===== src/rtl/baud_gen_frac.sv =====
// Fractional baud-rate generator: independent TX and RX dividers sharing one
// runtime-programmable integer+fractional divisor, with RX start-bit alignment.

// One oversample divider: period act_int clocks, stretched by one clock
// after every fractional accumulator overflow.
module baud_div_core #(
    parameter int unsigned DIV_W  = 16,
    parameter int unsigned FRAC_W = 4
) (
    input  logic              clk,
    input  logic              rst_n,
    input  logic              clear,
    input  logic              restart,
    input  logic              run,
    input  logic [DIV_W-1:0]  act_int,
    input  logic [FRAC_W-1:0] act_frac,
    output logic              os_tick_c
);

    logic [DIV_W-1:0]  os_cnt;
    logic [FRAC_W-1:0] frac_acc;
    logic              carry;
    logic              ext;
    logic              at_end_c;
    logic              hold_c;

    // Period end detection; a pending carry costs one extra clock at the end.
    always_comb begin
        at_end_c  = (os_cnt == act_int);
        hold_c    = carry && !ext;
        os_tick_c = run && !clear && !restart && at_end_c && !hold_c;
    end

    // Counter and accumulator; restart makes the current clock the first of a period.
    always_ff @(posedge clk or posedge rst_n) begin
        if (rst_n) begin
            os_cnt   <= '0;
            frac_acc <= '0;
            carry    <= 1'b0;
            ext      <= 1'b0;
        end else if (clear) begin
            os_cnt   <= '0;
            frac_acc <= '0;
            carry    <= 1'b0;
            ext      <= 1'b0;
        end else if (restart) begin
            os_cnt   <= DIV_W'(1);
            frac_acc <= '0;
            carry    <= 1'b0;
            ext      <= 1'b0;
        end else if (run) begin
            if (at_end_c) begin
                if (hold_c) begin
                    ext <= 1'b1;
                end else begin
                    os_cnt            <= DIV_W'(1);
                    ext               <= 1'b0;
                    {carry, frac_acc} <= (FRAC_W+1)'(frac_acc) + (FRAC_W+1)'(act_frac);
                end
            end else begin
                os_cnt <= os_cnt + DIV_W'(1);
            end
        end
    end

endmodule

// Top level: config handshake, TX divider, RX divider with alignment FSM.
module baud_gen_frac #(
    parameter int unsigned DIV_W    = 16,
    parameter int unsigned FRAC_W   = 4,
    parameter int unsigned OSR      = 16,
    parameter int unsigned DEF_INT  = 27,
    parameter int unsigned DEF_FRAC = 2
) (
    input  logic              clk,
    input  logic              rst_n,
    input  logic [DIV_W-1:0]  cfg_div_int,
    input  logic [FRAC_W-1:0] cfg_div_frac,
    input  logic              cfg_load,
    output logic              cfg_busy,
    output logic              cfg_err,
    input  logic              tx_en,
    input  logic              rx_en,
    input  logic              rx_start_align,
    output logic              tx_os_tick,
    output logic              tx_baud_tick,
    output logic              rx_os_tick,
    output logic              rx_half_baud_tick,
    output logic              rx_baud_tick
);

    localparam int unsigned BIT_W = $clog2(OSR);
    localparam logic [BIT_W-1:0] HALF_LAST = BIT_W'(OSR/2 - 1);
    localparam logic [BIT_W-1:0] BIT_LAST  = BIT_W'(OSR - 1);

    typedef enum logic [1:0] {
        RX_IDLE = 2'd0,
        RX_HALF = 2'd1,
        RX_RUN  = 2'd2
    } rx_state_t;

    logic [DIV_W-1:0]  act_int;
    logic [FRAC_W-1:0] act_frac;
    logic [DIV_W-1:0]  pend_int;
    logic [FRAC_W-1:0] pend_frac;
    logic              load_ok_c;
    logic              load_bad_c;
    logic              apply_c;

    logic              tx_os_c;
    logic [BIT_W-1:0]  tx_bit;

    rx_state_t         rx_state;
    rx_state_t         rx_state_nxt;
    logic [BIT_W-1:0]  rx_bit;
    logic [BIT_W-1:0]  rx_bit_nxt;
    logic              rx_os_nxt;
    logic              rx_half_nxt;
    logic              rx_baud_nxt;
    logic              rx_os_c;
    logic              rx_clear_c;
    logic              rx_restart_c;
    logic              rx_run_c;

    // Load classification and the idle condition that allows applying a pending divisor.
    always_comb begin
        load_ok_c  = cfg_load && (cfg_div_int >= DIV_W'(2));
        load_bad_c = cfg_load && (cfg_div_int <  DIV_W'(2));
        apply_c    = cfg_busy && !tx_en && (rx_state == RX_IDLE);
    end

    // Config handshake: capture wins over apply, so a load in an idle cycle applies one cycle later.
    always_ff @(posedge clk or posedge rst_n) begin
        if (rst_n) begin
            act_int   <= DIV_W'(DEF_INT);
            act_frac  <= FRAC_W'(DEF_FRAC);
            pend_int  <= '0;
            pend_frac <= '0;
            cfg_busy  <= 1'b0;
            cfg_err   <= 1'b0;
        end else begin
            cfg_err <= load_bad_c;
            if (load_ok_c) begin
                pend_int  <= cfg_div_int;
                pend_frac <= cfg_div_frac;
                cfg_busy  <= 1'b1;
            end else if (apply_c) begin
                act_int  <= pend_int;
                act_frac <= pend_frac;
                cfg_busy <= 1'b0;
            end
        end
    end

    baud_div_core #(
        .DIV_W  (DIV_W),
        .FRAC_W (FRAC_W)
    ) u_tx_div (
        .clk       (clk),
        .rst_n     (rst_n),
        .clear     (!tx_en),
        .restart   (1'b0),
        .run       (tx_en),
        .act_int   (act_int),
        .act_frac  (act_frac),
        .os_tick_c (tx_os_c)
    );

    // TX bit counter and registered TX strobes.
    always_ff @(posedge clk or posedge rst_n) begin
        if (rst_n) begin
            tx_bit       <= '0;
            tx_os_tick   <= 1'b0;
            tx_baud_tick <= 1'b0;
        end else if (!tx_en) begin
            tx_bit       <= '0;
            tx_os_tick   <= 1'b0;
            tx_baud_tick <= 1'b0;
        end else begin
            tx_os_tick   <= tx_os_c;
            tx_baud_tick <= tx_os_c && (tx_bit == BIT_LAST);
            if (tx_os_c) begin
                tx_bit <= (tx_bit == BIT_LAST) ? '0 : tx_bit + BIT_W'(1);
            end
        end
    end

    // RX divider control derived from the FSM and the alignment pulse.
    always_comb begin
        rx_clear_c   = !rx_en || ((rx_state == RX_IDLE) && !rx_start_align);
        rx_restart_c = rx_en && rx_start_align;
        rx_run_c     = (rx_state != RX_IDLE);
    end

    baud_div_core #(
        .DIV_W  (DIV_W),
        .FRAC_W (FRAC_W)
    ) u_rx_div (
        .clk       (clk),
        .rst_n     (rst_n),
        .clear     (rx_clear_c),
        .restart   (rx_restart_c),
        .run       (rx_run_c),
        .act_int   (act_int),
        .act_frac  (act_frac),
        .os_tick_c (rx_os_c)
    );

    // RX state register and registered RX strobes.
    always_ff @(posedge clk or posedge rst_n) begin
        if (rst_n) begin
            rx_state          <= RX_IDLE;
            rx_bit            <= '0;
            rx_os_tick        <= 1'b0;
            rx_half_baud_tick <= 1'b0;
            rx_baud_tick      <= 1'b0;
        end else begin
            rx_state          <= rx_state_nxt;
            rx_bit            <= rx_bit_nxt;
            rx_os_tick        <= rx_os_nxt;
            rx_half_baud_tick <= rx_half_nxt;
            rx_baud_tick      <= rx_baud_nxt;
        end
    end

    // RX next state: disable beats alignment, alignment beats normal counting.
    always_comb begin
        rx_state_nxt = rx_state;
        rx_bit_nxt   = rx_bit;
        rx_os_nxt    = 1'b0;
        rx_half_nxt  = 1'b0;
        rx_baud_nxt  = 1'b0;
        if (!rx_en) begin
            rx_state_nxt = RX_IDLE;
            rx_bit_nxt   = '0;
        end else if (rx_start_align) begin
            rx_state_nxt = RX_HALF;
            rx_bit_nxt   = '0;
        end else begin
            case (rx_state)
                RX_IDLE: begin
                    rx_bit_nxt = '0;
                end
                RX_HALF: begin
                    if (rx_os_c) begin
                        rx_os_nxt = 1'b1;
                        if (rx_bit == HALF_LAST) begin
                            rx_half_nxt  = 1'b1;
                            rx_state_nxt = RX_RUN;
                            rx_bit_nxt   = '0;
                        end else begin
                            rx_bit_nxt = rx_bit + BIT_W'(1);
                        end
                    end
                end
                RX_RUN: begin
                    if (rx_os_c) begin
                        rx_os_nxt = 1'b1;
                        if (rx_bit == BIT_LAST) begin
                            rx_baud_nxt = 1'b1;
                            rx_bit_nxt  = '0;
                        end else begin
                            rx_bit_nxt = rx_bit + BIT_W'(1);
                        end
                    end
                end
                default: begin
                    rx_state_nxt = RX_IDLE;
                    rx_bit_nxt   = '0;
                end
            endcase
        end
    end

endmodule


===== config.mk =====
export PLATFORM = sky130hd
export DESIGN_NAME = baud_gen_frac
export DESIGN_NICKNAME = d
export VERILOG_FILES = /design/src/rtl/baud_gen_frac.sv
export SDC_FILE = /design/constraint.sdc
export NUM_CORES = 1
export LEC_CHECK = 0
export CAP_MARGIN = 20
export CORE_MARGIN = 5
export CORE_UTILIZATION = 50
export CTS_CLUSTER_DIAMETER = 100
export CTS_CLUSTER_SIZE = 28
export DETAILED_ROUTE_END_ITERATION = 6
export PLACE_DENSITY = 0.78
export SYNTH_ARGS = -nofsm -noshare
export SYNTH_HDL_FRONTEND = slang
export SYNTH_SLANG_ARGS = --single-unit
export TNS_END_PERCENT = 10

===== constraint.sdc =====
create_clock -name clk -period 3.8 [get_ports clk]
set_clock_uncertainty 0.1 [all_clocks]
set_input_delay 0.38 -clock clk [delete_from_list [all_inputs] [get_ports clk]]
set_output_delay 0.38 -clock clk [all_outputs]
set_load 0.005 [all_outputs]

; Yosys cells after proc, flatten, opt, wreduce, memory -nomap -nowiden
; Cells that the tools add are included.
[word_totals]
register_bits = 101
latch_bits = 0
mem_bits_rw = 0
mem_bits_ro = 0
memories = 0
[classes]
n_addsub = 6
multipliers = 0
div_mod_pow = 0
magnitude_cmp = 2
n_eq_ne = 17
n_shift = 0
mux = 65
bitwise = 1
reduce_logical = 39
[op_table]
columns = operator, n
row1 = two-way mux 16 bit, 8
row2 = two-way mux 4 bit, 17
row3 = two-way mux 1 bit, 34
row4 = "adder 16 x 1 -> 16 bit, second input constant", 2
row5 = equality test 16 bit, 2
row6 = ">= comparator 16 x 2 -> 1 bit, second input constant", 1
row7 = "less-than comparator 16 x 2 -> 1 bit, second input constant", 1
row8 = logical AND 1 bit, 15
row9 = "inequality test 4 bit, second input constant", 3
row10 = adder 4 x 4 -> 5 bit, 2
row11 = AND reduction 2 bit, 5
row12 = zero test 1 bit, 9
row13 = "adder 4 x 1 -> 4 bit, second input constant", 2
row14 = "equality test 4 bit, second input constant", 2
row15 = two-way mux 2 bit, 4
row16 = case mux 4 bit (2 select lines), 1
row17 = AND reduction 3 bit, 2
row18 = nonzero test 3 bit, 2
row19 = "equality test 4 x 3 -> 1 bit, second input constant", 1
row20 = "inequality test 2 x 1 -> 1 bit, second input constant", 2
row21 = "inequality test 4 x 2 -> 1 bit, second input constant", 1
row22 = case mux 2 bit (2 select lines), 1
row23 = nonzero test 2 bit, 2
row24 = OR reduction 2 bit, 2
row25 = 9 further kinds, 9

; Depth between registers and ports, before layout
[logic_depth]
word_depth = 12
ltp_mapped = 8

; Modules after synthesis
; Synthesis repeated with hierarchy kept, for this count alone.
[unflattened]
cells_unflattened = 628
area_unflattened_um2 = 5954.5
[modules_own_cells]
columns = module, n_inst, cells_per_inst, area_per_inst_um2
row1 = baud_gen_frac, 1, 200, 2394.8
row2 = baud_div_core at u_tx_div, 1, 211, 1788.0
row3 = baud_div_core at u_rx_div, 1, 217, 1771.7

; Worst setup path after synthesis
; Ideal clock, no wire load.
[synth_path]
kind = input to register
start = input port cfg_div_int[6]
end = register act_frac[0]
arrival_time_ns = 1.744
path_slack_ns = 1.832
cell_stages = 6
cell_sequence = nor4_1 nand4_1 and2_1 nor3b_1 buf_2 mux2_2
[synth_via]
elab_chain_len = 4
[synth_lines]
columns = element, line
row1 = from (decl), 78  ; input logic [DIV_W-1:0] cfg_div_int,
row2 = >= comparator 16 x 2 -> 1 bit, 128  ; load_ok_c = cfg_load && (cfg_div_int >= DIV_W'(2));
row3 = logical AND 1 bit, 128
row4 = NOT 1 bit (no line), --
row5 = AND reduction 2 bit (no line), --
row6 = to (signal assigned), 137  ; act_frac <= FRAC_W'(DEF_FRAC);
row7 = to (signal assigned), 150  ; act_frac <= pend_frac;
row8 = to (decl), 104  ; logic [FRAC_W-1:0] act_frac;
; No other way between the ends.
; A chain may end at the register's enable or synchronous reset.

; Worst setup path after layout
[layout_path]
start = register u_rx_div.os_cnt[5]
end = register rx_bit[2]
[layout_via]
elab_chain_len = 5
elab_cells_between_ends = 6
cone_classes = 3 x eq/ne / 3 x reduce/logical
[layout_lines]
columns = element, line
row1 = from (decl), 20  ; logic [DIV_W-1:0] os_cnt;
row2 = from (signal assigned), 61  ; os_cnt <= os_cnt + DIV_W'(1);
row3 = equality test 16 bit *, 29  ; at_end_c = (os_cnt == act_int);
row4 = logical AND 1 bit * (2 in series), 31  ; os_tick_c = run && !clear && !restart && at_end_c && !hold_c;
row5 = inequality test 4 bit (no line), --
row6 = AND reduction 2 bit (no line) *, --
row7 = to (signal assigned), 220  ; rx_bit <= rx_bit_nxt;
row8 = to (decl), 116  ; logic [BIT_W-1:0] rx_bit;
; Every way passes the cells marked *; elsewhere a longest branch is shown, timed or not.

==> impl_metrics.ini <==
[synth]
avgSynthCellArea_um2 = 10.9
yosysWarnings = 0
ys_ff_latch = 101
syn_inst = 493
synth-simple-area-share_pct = 16.9
synth_cell_types = 60
synthXorXnorAreaFrac_pct = 6.51
syn_area_um2 = 5390
async_reset_ff_share_pct = 100
synth.area.top_cells = dfrtp_1 45%, mux2_2 7.9%, xor2_1 5.9%
synthAdderAreaFrac_pct = 4.23
synthFlopType = dfrtp_1
synth_top_family_by_area = simple AND/OR/NAND/NOR gates
synth_edf_count = 0
synth_mux_area_share_pct = 9.11
synth-seq-area-share_pct = 47.0
synth_compound_area_share_pct = 12.5
syn-num-nets = 536
synth_top_area_cell = dfrtp_1
yosys.area.top_type_share_pct = 44.6

[sta]
setup_viol = 0
timing.final.hold_violations = 0
fin_setup_tns_ns = 0
worstMarginPinSlew_ns = 0.763
fmax_ghz = 0.381
layout_min_cycle_time_ns = 2.63
slew_viol_final = 0
worst_slack_ns = 1.17
relSlewSlack_pct = 49.2
rsz0062_at_grt = no
period_share_pct = 69.1

[clock_tree]
clock-root-buffer = clkbuf_8
cts_tree = done
cts_made_buffers = 9
cts.reportedPaths.clkPinSlew_ns = 0.11
cts_resized = 0
numClockSinks = 101
clk_path_buf_depth = 2
cts_setup_buffers = 0
h-tree-depth = 3
cts_hold_buf = 0
worstSkewPairLatency_ns = 0.38

[placed_design]
pre_cts_slack_ns = 1.04
post-dp-hpwl_mm = 8.58
gp_congestion = 0.820
placed_area_um2 = 5790
portBuffers = 32

[run]
max_cap_viol_count = 0

[floorplanning]
start_util_pct = 51.7
core-area_um2 = 10400
dieArea_um2 = 12900
ios = 33
die_h_um = 114
rows = 37
die_w_um = 114

[worst_setup_path]
cp_max_fo = 19
cp-end-kind = register
start_kind = register
critPathKind = register to register
arrival_ns = 2.82
cp_data_required_time_ns = 3.99

[global_route]
gr-total-overflow = 0
grt_pass1_vias = 4175
track_usage_pct = 19.0
grt_max_degree = 49
grt_pass1_wl_mm = 20.1
antenna_found_initial = 0

[routing]
routedWlPerCell_um = 17.9
drtIter0Drc = 359
drt_drc_violations_left = 0
routed_wl_mm = 11.8
vias = 4085
vias_per_cell = 6.20
antenna_left = 0
dr.pass1.iters = 5

[final_layout]
drive_gt1_share_pct = 16.3
nets = 561
final_area_um2 = 5980
layout_common_cells = 96 x dfrtp_1, 38 x mux2_2, 36 x xor2_1
multi_input_area_um2 = 2660
diodes = 0
fillers = 907
area_growth_pct = 11.0
ff_latch_area_um2 = 2530
final_common_cell = dfrtp_1

[hold_path]
holdCritPathClass = input port to async pin

[power_and_ir_drop]
p_per_area_nw_per_um2 = 396
p_leak_nw = 2.55
ir_drop_mv = 0.232

[status]
status = completed
==> flip-flops by register name, summed over array words and instances, names as in the netlist, 16 cells and up <==
register and flops:
u_tx_div.os_cnt 16, act_int 16, pend_int 16, u_rx_div.os_cnt 16
==> through the flow <==
stage	utilization (%)	hold slack, ns	power (W)	std cells
detailed placement	55.6	0.386	0.00170	643
global placement	55.6	0.371	0.00167	643
floorplan	-	0.360	0.00157	493
global route	57.4	0.396	0.00248	659
finish	57.4	0.321	0.00237	659
CTS	57.4	0.353	0.00238	659
==> routing by layer <==
metal  GRT usage (%)  share of wire, %
met1            24.7                43
met2            32.2                49
met3            3.40               4.6
met4            6.33               2.6
met5               0                 0
==> critical path: stages, from the launching register on <==
cell     delay (ns)
dfrtp_1        0.48
xor2_1         0.20
nor4_2         0.40
and4_1         0.76
nand3_2        0.30
o31ai_1        0.31
==> area by class of cell <==
type | instances | area share [%]
inverter | 13 | 0.858
tap | 136 | 2.85
clock inverter | 6 | 1.07
timing repair buffer | 39 | 6.24
multi-input combinational | 354 | 44.5
clock buffer | 10 | 2.13
sequential | 101 | 42.4
==> logic make-up (layout without fill, tap and decap cells) <==
kind of cell	Yosys count	after routing
flops	101	101
buf+inv	38	68
compound gates	100	100
mux	44	44
simple gates	153	153
fa+ha+maj	17	17
xor+xnor	40	40
==> power by group <==
part	internal, W	switching, W
combinational	0.000193	0.000186
sequential	0.00118	0.000122
clock	0.000304	0.000379
==> path summary, 6_finish.rpt <==
check                                                     from                 endpoint  slack, ns  cells past startpoint
worst max-delay path            u_rx_div.os_cnt[5]$_DFFE_PP0P_    rx_bit[2]$_DFFE_PP0P_       1.17                      5
worst max register to register  u_rx_div.os_cnt[5]$_DFFE_PP0P_    rx_bit[2]$_DFFE_PP0P_       1.17                      5
worst min-delay path                                     rst_n    tx_bit[2]$_DFFE_PP0P_       0.32                      2
min in group clk                       pend_int[0]$_DFFE_PP0P_   act_int[0]$_DFFE_PP1P_       0.40                      1
worst min register to register         pend_int[0]$_DFFE_PP0P_   act_int[0]$_DFFE_PP1P_       0.40                      1
max in group asynchronous                                rst_n  act_frac[1]$_DFFE_PP1P_       2.42                      3
==> Yosys cell counts (6+ instances only) <==
cell and count:
a21oi_1 23, and3_1 10, inv_1 12, o21ai_0 14
nand2b_1 7, xor2_1 36, nand2_1 21, dfrtp_1 96
clkbuf_1 6, nor4_1 15, or3_1 9, mux2_2 38
ha_1 15, a31oi_1 23, nand4_1 9, nor3_1 8
nand3_1 29, nor2_1 18, buf_2 10
No activity file was read; power rests on OpenSTA's default activity.
